==> src/rtl/sd_pkg.sv <==
// sd_pkg: shared constants and types for the SD single-block read path.
//   - SD SPI protocol bytes (CMD17 opcode, data start token, idle fill byte)
//   - Controller state enumeration and error-code encoding
//   - Word-address width of the boot memory port
//   - cmd_byte(): selects the n-th byte of a CMD17 frame
package sd_pkg;

  localparam logic [7:0] CMD17_OP    = 8'h51;
  localparam logic [7:0] START_TOKEN = 8'hFE;
  localparam logic [7:0] IDLE_BYTE   = 8'hFF;

  // Boot memory word index width (512-byte sector = 128 words).
  localparam int WORD_AW = 7;

  typedef enum logic [2:0] {
    ST_IDLE,
    ST_CMD,
    ST_R1_WAIT,
    ST_TOKEN_WAIT,
    ST_DATA,
    ST_CRC,
    ST_FINISH
  } state_t;

  typedef enum logic [1:0] {
    ERR_NONE       = 2'b00,
    ERR_R1_TIMEOUT = 2'b01,
    ERR_R1_NONZERO = 2'b10,
    ERR_TOKEN      = 2'b11
  } err_code_t;

  // CMD17 frame: opcode, 32-bit block address MSB first, then CRC/stop byte.
  function automatic logic [7:0] cmd_byte(input logic [2:0]  idx,
                                          input logic [31:0] addr,
                                          input logic [7:0]  crc);
    logic [7:0] b;
    case (idx)
      3'd0:    b = CMD17_OP;
      3'd1:    b = addr[31:24];
      3'd2:    b = addr[23:16];
      3'd3:    b = addr[15:8];
      3'd4:    b = addr[7:0];
      3'd5:    b = crc;
      default: b = IDLE_BYTE;
    endcase
    return b;
  endfunction

endpackage

==> src/rtl/sd_word_packer.sv <==
// sd_word_packer: collects received sector bytes into 32-bit words, MSB first,
// and emits one memory write per four bytes.
//   clk, rst     clock and synchronous active-high reset
//   clr          synchronous clear at the start of a new request
//   byte_vld     one-cycle strobe, byte_in holds a payload byte
//   byte_in      payload byte
//   mem_we       one-cycle word write strobe (cycle after the 4th byte)
//   mem_addr     word index of the word being written
//   mem_data     packed word; first byte of the group in [31:24]
module sd_word_packer
  import sd_pkg::*;
(
  input  logic               clk,
  input  logic               rst,
  input  logic               clr,
  input  logic               byte_vld,
  input  logic [7:0]         byte_in,
  output logic               mem_we,
  output logic [WORD_AW-1:0] mem_addr,
  output logic [31:0]        mem_data
);

  logic [23:0]        shift_p0;
  logic [1:0]         lane_p0;
  logic [WORD_AW-1:0] word_idx_p0;

  always_ff @(posedge clk) begin
    if (rst || clr) begin
      shift_p0    <= '0;
      lane_p0     <= '0;
      word_idx_p0 <= '0;
      mem_we      <= 1'b0;
      mem_addr    <= '0;
      mem_data    <= '0;
    end else begin
      mem_we <= 1'b0;
      if (byte_vld) begin
        shift_p0 <= {shift_p0[15:0], byte_in};
        lane_p0  <= lane_p0 + 2'd1;
        // Fourth byte of a group completes the word; the index advances
        // only after the write so mem_addr names the word just written.
        if (lane_p0 == 2'd3) begin
          mem_we      <= 1'b1;
          mem_addr    <= word_idx_p0;
          mem_data    <= {shift_p0, byte_in};
          word_idx_p0 <= word_idx_p0 + 1'b1;
        end
      end
    end
  end

endmodule

==> src/rtl/sd_block_reader.sv <==
// sd_block_reader: reads one SD sector with CMD17 over a byte-level SPI
// transceiver and writes it as 32-bit words into boot memory.
//   control_clk_i / control_rst_i  clock, synchronous active-high reset
//   rd_req_i, rd_addr_i            request and sector address (sampled in IDLE)
//   rd_busy_o, rd_done_o, rd_err_o request status; done/err are 1-cycle pulses
//   err_code_o                     01 R1 timeout, 10 R1 nonzero, 11 token
//   spi_cs_n_o, spi_start_o,       SPI transceiver control: one byte in flight,
//   spi_tx_byte_o, spi_rx_byte_i,  start pulsed one cycle after the previous
//   spi_done_i                     done (or with the state entry)
//   mem_we_o, mem_addr_o, mem_data_o  boot memory word write port
module sd_block_reader
  import sd_pkg::*;
#(
  parameter int         R1_TIMEOUT    = 8,
  parameter int         TOKEN_TIMEOUT = 4096,
  parameter int         BLOCK_BYTES   = 512,
  parameter logic [7:0] CMD17_CRC     = 8'h01
) (
  input  logic               control_clk_i,
  input  logic               control_rst_i,
  input  logic               rd_req_i,
  input  logic [31:0]        rd_addr_i,
  output logic               rd_busy_o,
  output logic               rd_done_o,
  output logic               rd_err_o,
  output logic [1:0]         err_code_o,
  output logic               spi_cs_n_o,
  output logic               spi_start_o,
  output logic [7:0]         spi_tx_byte_o,
  input  logic [7:0]         spi_rx_byte_i,
  input  logic               spi_done_i,
  output logic               mem_we_o,
  output logic [WORD_AW-1:0] mem_addr_o,
  output logic [31:0]        mem_data_o
);

  localparam int POLL_W = $clog2(TOKEN_TIMEOUT) + 1;
  // The byte counter also indexes the 6 command bytes, so keep at least 3 bits.
  localparam int BYTE_W = ($clog2(BLOCK_BYTES) > 3) ? $clog2(BLOCK_BYTES) : 3;

  localparam logic [POLL_W-1:0] R1_LAST    = POLL_W'(R1_TIMEOUT - 1);
  localparam logic [POLL_W-1:0] TOKEN_LAST = POLL_W'(TOKEN_TIMEOUT - 1);
  localparam logic [BYTE_W-1:0] DATA_LAST  = BYTE_W'(BLOCK_BYTES - 1);
  localparam logic [BYTE_W-1:0] CMD_LAST   = BYTE_W'(5);
  localparam logic [BYTE_W-1:0] CRC_LAST   = BYTE_W'(1);

  state_t            state;
  logic [31:0]       addr_lat;
  logic [BYTE_W-1:0] byte_cnt;
  logic [POLL_W-1:0] poll_cnt;
  logic              outstanding;

  logic              xfer_done;
  logic              accept;
  logic              pack_vld;
  logic [2:0]        next_cmd_idx;
  logic              fail;
  err_code_t         fail_code;

  // A done pulse only counts when this controller has a byte in flight.
  assign xfer_done    = spi_done_i & outstanding;
  assign accept       = (state == ST_IDLE) & rd_req_i;
  assign pack_vld     = (state == ST_DATA) & xfer_done;
  assign next_cmd_idx = byte_cnt[2:0] + 3'd1;

  // Response classification for the two polling states.
  always_comb begin
    fail      = 1'b0;
    fail_code = ERR_NONE;
    if (xfer_done) begin
      case (state)
        ST_R1_WAIT: begin
          if (!spi_rx_byte_i[7] && (spi_rx_byte_i != 8'h00)) begin
            fail      = 1'b1;
            fail_code = ERR_R1_NONZERO;
          end else if (spi_rx_byte_i[7] && (poll_cnt == R1_LAST)) begin
            fail      = 1'b1;
            fail_code = ERR_R1_TIMEOUT;
          end
        end
        ST_TOKEN_WAIT: begin
          if (spi_rx_byte_i == IDLE_BYTE) begin
            if (poll_cnt == TOKEN_LAST) begin
              fail      = 1'b1;
              fail_code = ERR_TOKEN;
            end
          end else if (spi_rx_byte_i != START_TOKEN) begin
            fail      = 1'b1;
            fail_code = ERR_TOKEN;
          end
        end
        default: ;
      endcase
    end
  end

  always_ff @(posedge control_clk_i) begin
    if (control_rst_i) begin
      state         <= ST_IDLE;
      addr_lat      <= '0;
      byte_cnt      <= '0;
      poll_cnt      <= '0;
      outstanding   <= 1'b0;
      rd_busy_o     <= 1'b0;
      rd_done_o     <= 1'b0;
      rd_err_o      <= 1'b0;
      err_code_o    <= ERR_NONE;
      spi_cs_n_o    <= 1'b1;
      spi_start_o   <= 1'b0;
      spi_tx_byte_o <= IDLE_BYTE;
    end else begin
      spi_start_o <= 1'b0;
      rd_done_o   <= 1'b0;
      rd_err_o    <= 1'b0;
      // Cleared on completion; a new start in the same cycle overrides this.
      if (xfer_done) outstanding <= 1'b0;

      if (fail) begin
        spi_cs_n_o <= 1'b1;
        err_code_o <= fail_code;
        rd_err_o   <= 1'b1;
        rd_busy_o  <= 1'b0;
        state      <= ST_IDLE;
      end else begin
        case (state)
          ST_IDLE: begin
            if (rd_req_i) begin
              addr_lat      <= rd_addr_i;
              err_code_o    <= ERR_NONE;
              rd_busy_o     <= 1'b1;
              spi_cs_n_o    <= 1'b0;
              byte_cnt      <= '0;
              spi_start_o   <= 1'b1;
              spi_tx_byte_o <= CMD17_OP;
              outstanding   <= 1'b1;
              state         <= ST_CMD;
            end
          end

          ST_CMD: begin
            if (xfer_done) begin
              spi_start_o <= 1'b1;
              outstanding <= 1'b1;
              if (byte_cnt == CMD_LAST) begin
                spi_tx_byte_o <= IDLE_BYTE;
                poll_cnt      <= '0;
                state         <= ST_R1_WAIT;
              end else begin
                spi_tx_byte_o <= cmd_byte(next_cmd_idx, addr_lat, CMD17_CRC);
                byte_cnt      <= byte_cnt + 1'b1;
              end
            end
          end

          ST_R1_WAIT: begin
            if (xfer_done) begin
              spi_start_o   <= 1'b1;
              outstanding   <= 1'b1;
              spi_tx_byte_o <= IDLE_BYTE;
              if (spi_rx_byte_i == 8'h00) begin
                poll_cnt <= '0;
                state    <= ST_TOKEN_WAIT;
              end else begin
                poll_cnt <= poll_cnt + 1'b1;
              end
            end
          end

          ST_TOKEN_WAIT: begin
            if (xfer_done) begin
              spi_start_o   <= 1'b1;
              outstanding   <= 1'b1;
              spi_tx_byte_o <= IDLE_BYTE;
              if (spi_rx_byte_i == START_TOKEN) begin
                byte_cnt <= '0;
                state    <= ST_DATA;
              end else begin
                poll_cnt <= poll_cnt + 1'b1;
              end
            end
          end

          ST_DATA: begin
            if (xfer_done) begin
              spi_start_o   <= 1'b1;
              outstanding   <= 1'b1;
              spi_tx_byte_o <= IDLE_BYTE;
              if (byte_cnt == DATA_LAST) begin
                byte_cnt <= '0;
                state    <= ST_CRC;
              end else begin
                byte_cnt <= byte_cnt + 1'b1;
              end
            end
          end

          ST_CRC: begin
            if (xfer_done) begin
              spi_start_o   <= 1'b1;
              outstanding   <= 1'b1;
              spi_tx_byte_o <= IDLE_BYTE;
              if (byte_cnt == CRC_LAST) begin
                // Deselect before the trailing byte so the card sees
                // 8 clocks with CS high and releases MISO.
                byte_cnt   <= '0;
                spi_cs_n_o <= 1'b1;
                state      <= ST_FINISH;
              end else begin
                byte_cnt <= byte_cnt + 1'b1;
              end
            end
          end

          ST_FINISH: begin
            if (xfer_done) begin
              rd_done_o <= 1'b1;
              rd_busy_o <= 1'b0;
              state     <= ST_IDLE;
            end
          end

          default: state <= ST_IDLE;
        endcase
      end
    end
  end

  sd_word_packer u_packer (
    .clk      (control_clk_i),
    .rst      (control_rst_i),
    .clr      (accept),
    .byte_vld (pack_vld),
    .byte_in  (spi_rx_byte_i),
    .mem_we   (mem_we_o),
    .mem_addr (mem_addr_o),
    .mem_data (mem_data_o)
  );

endmodule
==> config.mk <==
export PLATFORM = sky130hd
export DESIGN_NAME = sd_block_reader
export DESIGN_NICKNAME = d
export VERILOG_FILES = /design/src/rtl/sd_pkg.sv /design/src/rtl/sd_word_packer.sv /design/src/rtl/sd_block_reader.sv
export SDC_FILE = /design/constraint.sdc
export NUM_CORES = 1
export LEC_CHECK = 0
export BUFFER_PORTS_ARGS = -buffer_cell sky130_fd_sc_hd__buf_2
export CAP_MARGIN = 5
export CORE_MARGIN = 5
export CORE_UTILIZATION = 49
export CTS_CLUSTER_SIZE = 10
export DETAILED_ROUTE_END_ITERATION = 10
export GPL_TIMING_DRIVEN = 1
export PLACE_DENSITY = 0.7
export SETUP_SLACK_MARGIN = 0.2
export SYNTH_ARGS = -nofsm -noshare
export SYNTH_HDL_FRONTEND = slang
export SYNTH_SLANG_ARGS = --single-unit
==> constraint.sdc <==
create_clock -name control_clk_i -period 5.84 [get_ports control_clk_i]
set_clock_uncertainty 0.1 [all_clocks]
set_input_delay 0.292 -clock control_clk_i [delete_from_list [all_inputs] [get_ports control_clk_i]]
set_output_delay 0.292 -clock control_clk_i [all_outputs]
set_load 0.01 [all_outputs]
==> metrics.md <==
| Metric | Value |
|---|---|
| Worst-case reg-to-reg path depth | `5` |
| Number of diodes | `0` |
| Xor/xnor share of the synthesized area | `1.34%` |
| Number of global-route vias before repair | `approximately 5300` |
| Clk slew on worst S/H paths | `~60 ps` |
| Synth warnings | `0` |
| Total of max-cap violations | `0` |
| Clock Tree Buf Depth | `2` |
| Area growth from synthesis to layout | `19.3%` |
| Clock sink count | `146` |
| Worst Path Required | `6090 ps` |
| Post-synth net total | `approximately 850` |
| Final Non-Filler Cells | `roughly 1100` |
| Num ports | `99` |
| WP data arrival | `about 3600 ps` |
| Final worst path period share | `56.8%` |
| Mapped cell area | `approximately 0.0065 mm^2` |
| Flops & latches, synth | `146` |
| WL/cell | `approximately 15 um` |
| Total CTS buffers | `17` |
| EDFF count, synth | `0` |
| Commonest non-fill, non-tap cell in the layout | `nand2_1` |
| Largest family of logic cells by synthesized area | `simple AND/OR/NAND/NOR gates` |
| Crit start category | `register` |
| PwrDens | `360 mW/mm^2` |
| Flop2flop setup slack | `2520 ps` |
| Met1 Use GR | `about a quarter` |
| Clk Latency, worst-skew pair | `between 400 and 500 ps` |
| Async S/R FF share, synth | `0%` |
| Largest net degree at the start of global routing | `just under 50` |
| Post-CTS Setup Inserts | `0` |
| Pleak | `~2.9 nW` |
| Vias | `a little under 6000` |
| Synth Area in Compound Gates | `between 10% and 20%` |
| Core ar. | `approximately 0.013 mm^2` |
| Crit end category | `register` |
| Met3 Track Usage GR | `under 10%` |
| Clock period minus worst slack | `between 3000 and 4000 ps` |
| Clk root buf | `clkbuf_16` |
| GRT overflow | `0` |
| Die area | `about 0.016 mm^2` |
| Mapped Cells | `800` |
| Max_slew headroom | `roughly a quarter` |
| Crit Path Category | `reg2reg` |
| Worst min path class | `in2reg` |
| Final hold vios | `0` |
| Via/cell ratio | `about 5.4` |
| Nets | `937` |
| Post-synthesis sequential area ratio | `~45%` |
| Mean Syn Cell Area | `around 8.2 um^2` |
| Final WL | `~16 mm` |
| IO buf count | `a little under 100` |
| Total track usage | `between 15 and 20%` |
| Site Rows | `42` |
| Setup crit start | `state[1]$_SDFFE_PP0P_` |
| Worst-Margin Slew | `1130 ps` |
| DR DRC count | `0` |
| Post-DP HPWL | `~11 mm` |
| Drt pass-1 iters | `5` |
| Synth Area in Adders | `1.72%` |
| First-pass GRT wire length | `approximately 26 mm` |
| Count of cell types in the netlist | `66` |
| CTS H-tree lvls | `4` |
| Peak supply drop | `around 0.26 mV` |
| Routed Antenna Nets | `0` |
| Chip Height | `126 um` |
| GR Layer Usage met2 | `a little under a third` |
| Worst setup path end | `spi_tx_byte_o[5]$_SDFFE_PP1P_` |
| RSZ-0062 raised after global routing | `no` |
| Initial Utilization | `49.8%` |
| Peak Freq | `302 MHz` |
| Setup TNS | `0 ps` |
| Most Used Layer, Global Route | `met2` |
| Most frequent cells in the layout | `227 x nand2_1, 146 x dfxtp_1, 117 x a21oi_1` |
| Die X | `roughly 130 um` |
| Ys flop type | `dfxtp_1` |
| Placed cells | `approximately 1000` |
| Setup violators final | `0` |
| TritonCTS clock tree | `built` |
| Placer Congestion | `approximately 0.88` |
| Capture point of the worst reg-to-reg path | `spi_tx_byte_o[5]$_SDFFE_PP1P_` |
| Mux share of post-synthesis cell area | `under 10%` |
| Crit-path max FO | `24` |
| Initial DRC Count | `490` |
| Antenna violations before repair | `2` |
| Reg2reg start | `state[1]$_SDFFE_PP0P_` |
| Outcome | `complete, no violations` |
| Share of layout cells above drive strength 1 | `a little under a fifth` |
| Post-synthesis simple-gate area fraction | `between 20% and 30%` |
| Fin. max-slew vios | `0` |
where the power goes:
group          switching, W  total, W  leakage (nW)  internal [W]
Combinational      0.000408  0.000624          1.41      0.000216
Clock              0.000441   0.00105         0.273      0.000605
Sequential        0.0000723   0.00114          1.18       0.00107
Total              0.000921   0.00281          2.86       0.00189
repair_timing:
item | in CTS | in global routing
hold endpoints to repair | 19 | 0
resized for setup | 0 | 0
hold buffers | 19 | 0
per-stage QoR:
step           hold slack, ps  area [um^2]  utilization (%)  power [W]  setup slack [ps]
3_3_place_gp              340         7040             53.6    0.00176              2640
2_1_floorplan             328         6540                -    0.00161              3560
3_5_place_dp              346         7040             53.6    0.00177              2590
4_1_cts                 0.469         7800             59.4    0.00282              2530
5_1_grt                  4.63         7800             59.4    0.00295              2340
6_report                 16.2         7800             59.4    0.00281              2520
worst max-delay path, stage by stage, from the launching register on:
cell      delay [ps]
dfxtp_1          880
or3b_4           480
a21o_1           260
a211oi_4         730
or3_1            530
mux2i_1          250
worst min path at each step:
stage	from	to	slack, ps	depth (start not counted)
3_3_place_gp	u_packer.mem_data[6]$_SDFFE_PP0P_	u_packer.mem_data[6]$_SDFFE_PP0P_	340	2
5_1_grt	rd_addr_i[23]	addr_lat[23]$_SDFFE_PP0P_	5	3
4_1_cts	rd_addr_i[21]	addr_lat[21]$_SDFFE_PP0P_	0.5	3
3_5_place_dp	u_packer.mem_data[5]$_SDFFE_PP0P_	u_packer.mem_data[5]$_SDFFE_PP0P_	350	2
6_report	rd_addr_i[27]	addr_lat[27]$_SDFFE_PP0P_	20	3
2_1_floorplan	rd_addr_i[0]	addr_lat[0]$_SDFFE_PP0P_	330	2
logic make-up (layout without fill, tap and decap cells):
kind of cell,Yosys count,in the layout
buffers and inverters,64,161
adders and majority gates,9,9
muxes,26,26
AOI/OAI and AO/OA,178,178
and+or+nand+nor,367,367
xor gates and xnor gates,10,10
DFF,146,146
per-layer routing:
layer / wire [um] / part of all wire (%)
met5: 32 / 0.20
met4: 214 / 1.4
met3: 1090 / 6.9
met2: 7240 / 46
met1: 7260 / 46
flip-flops by register name, summed over array words and instances (netlist names):
signal,count
u_packer.mem_data,32
u_packer.mem_addr,7
u_packer.shift_p0,24
outstanding,1
u_packer.mem_we,1
spi_cs_n_o,1
poll_cnt,13
rd_busy_o,1
byte_cnt,9
u_packer.word_idx_p0,7
spi_tx_byte_o,8
u_packer.lane_p0,2
addr_lat,32
rd_done_o,1
spi_start_o,1
state,3
err_code_o,2
rd_err_o,1
final cells by class:
| cell class | count | area, um^2 |
|---|---|---|
| tap | 176 | 220 |
| sequential | 146 | 2920 |
| clock inverter | 12 | 120 |
| clock buffer | 20 | 447 |
| fill | 1246 | 5340 |
| multi-input combinational | 590 | 3350 |
| inverter | 7 | 26.3 |
| timing repair buffer | 122 | 718 |
synthesized netlist by cell type (3+ instances only):
cell type	n	area share [%]
buf_2	7	0.54
a31oi_1	6	0.57
and2_1	6	0.57
dfxtp_1	146	45
clkbuf_1	41	2.4
nor4b_1	5	0.67
nor4_2	7	1.3
mux2i_1	19	2.9
xor2_1	7	0.94
a211oi_1	4	0.46
xnor2_1	3	0.40
nand2_1	227	13
inv_1	7	0.40
nand4_1	10	0.96
mux2_2	7	1.2
ha_1	9	1.7
nor3_1	3	0.23
o21ai_0	7	0.54
nor2_1	37	2.1
buf_4	5	0.57
or3_1	4	0.38
and3_1	7	0.67
nor4_1	6	0.57
or4_1	6	0.69
a222oi_1	8	1.2
nand3_1	20	1.5
a21oi_1	117	9.0
nand2b_1	11	1.1
o31ai_1	10	1.1
buf_1	3	0.17
Note: power is estimated with default switching activity, not from simulation.
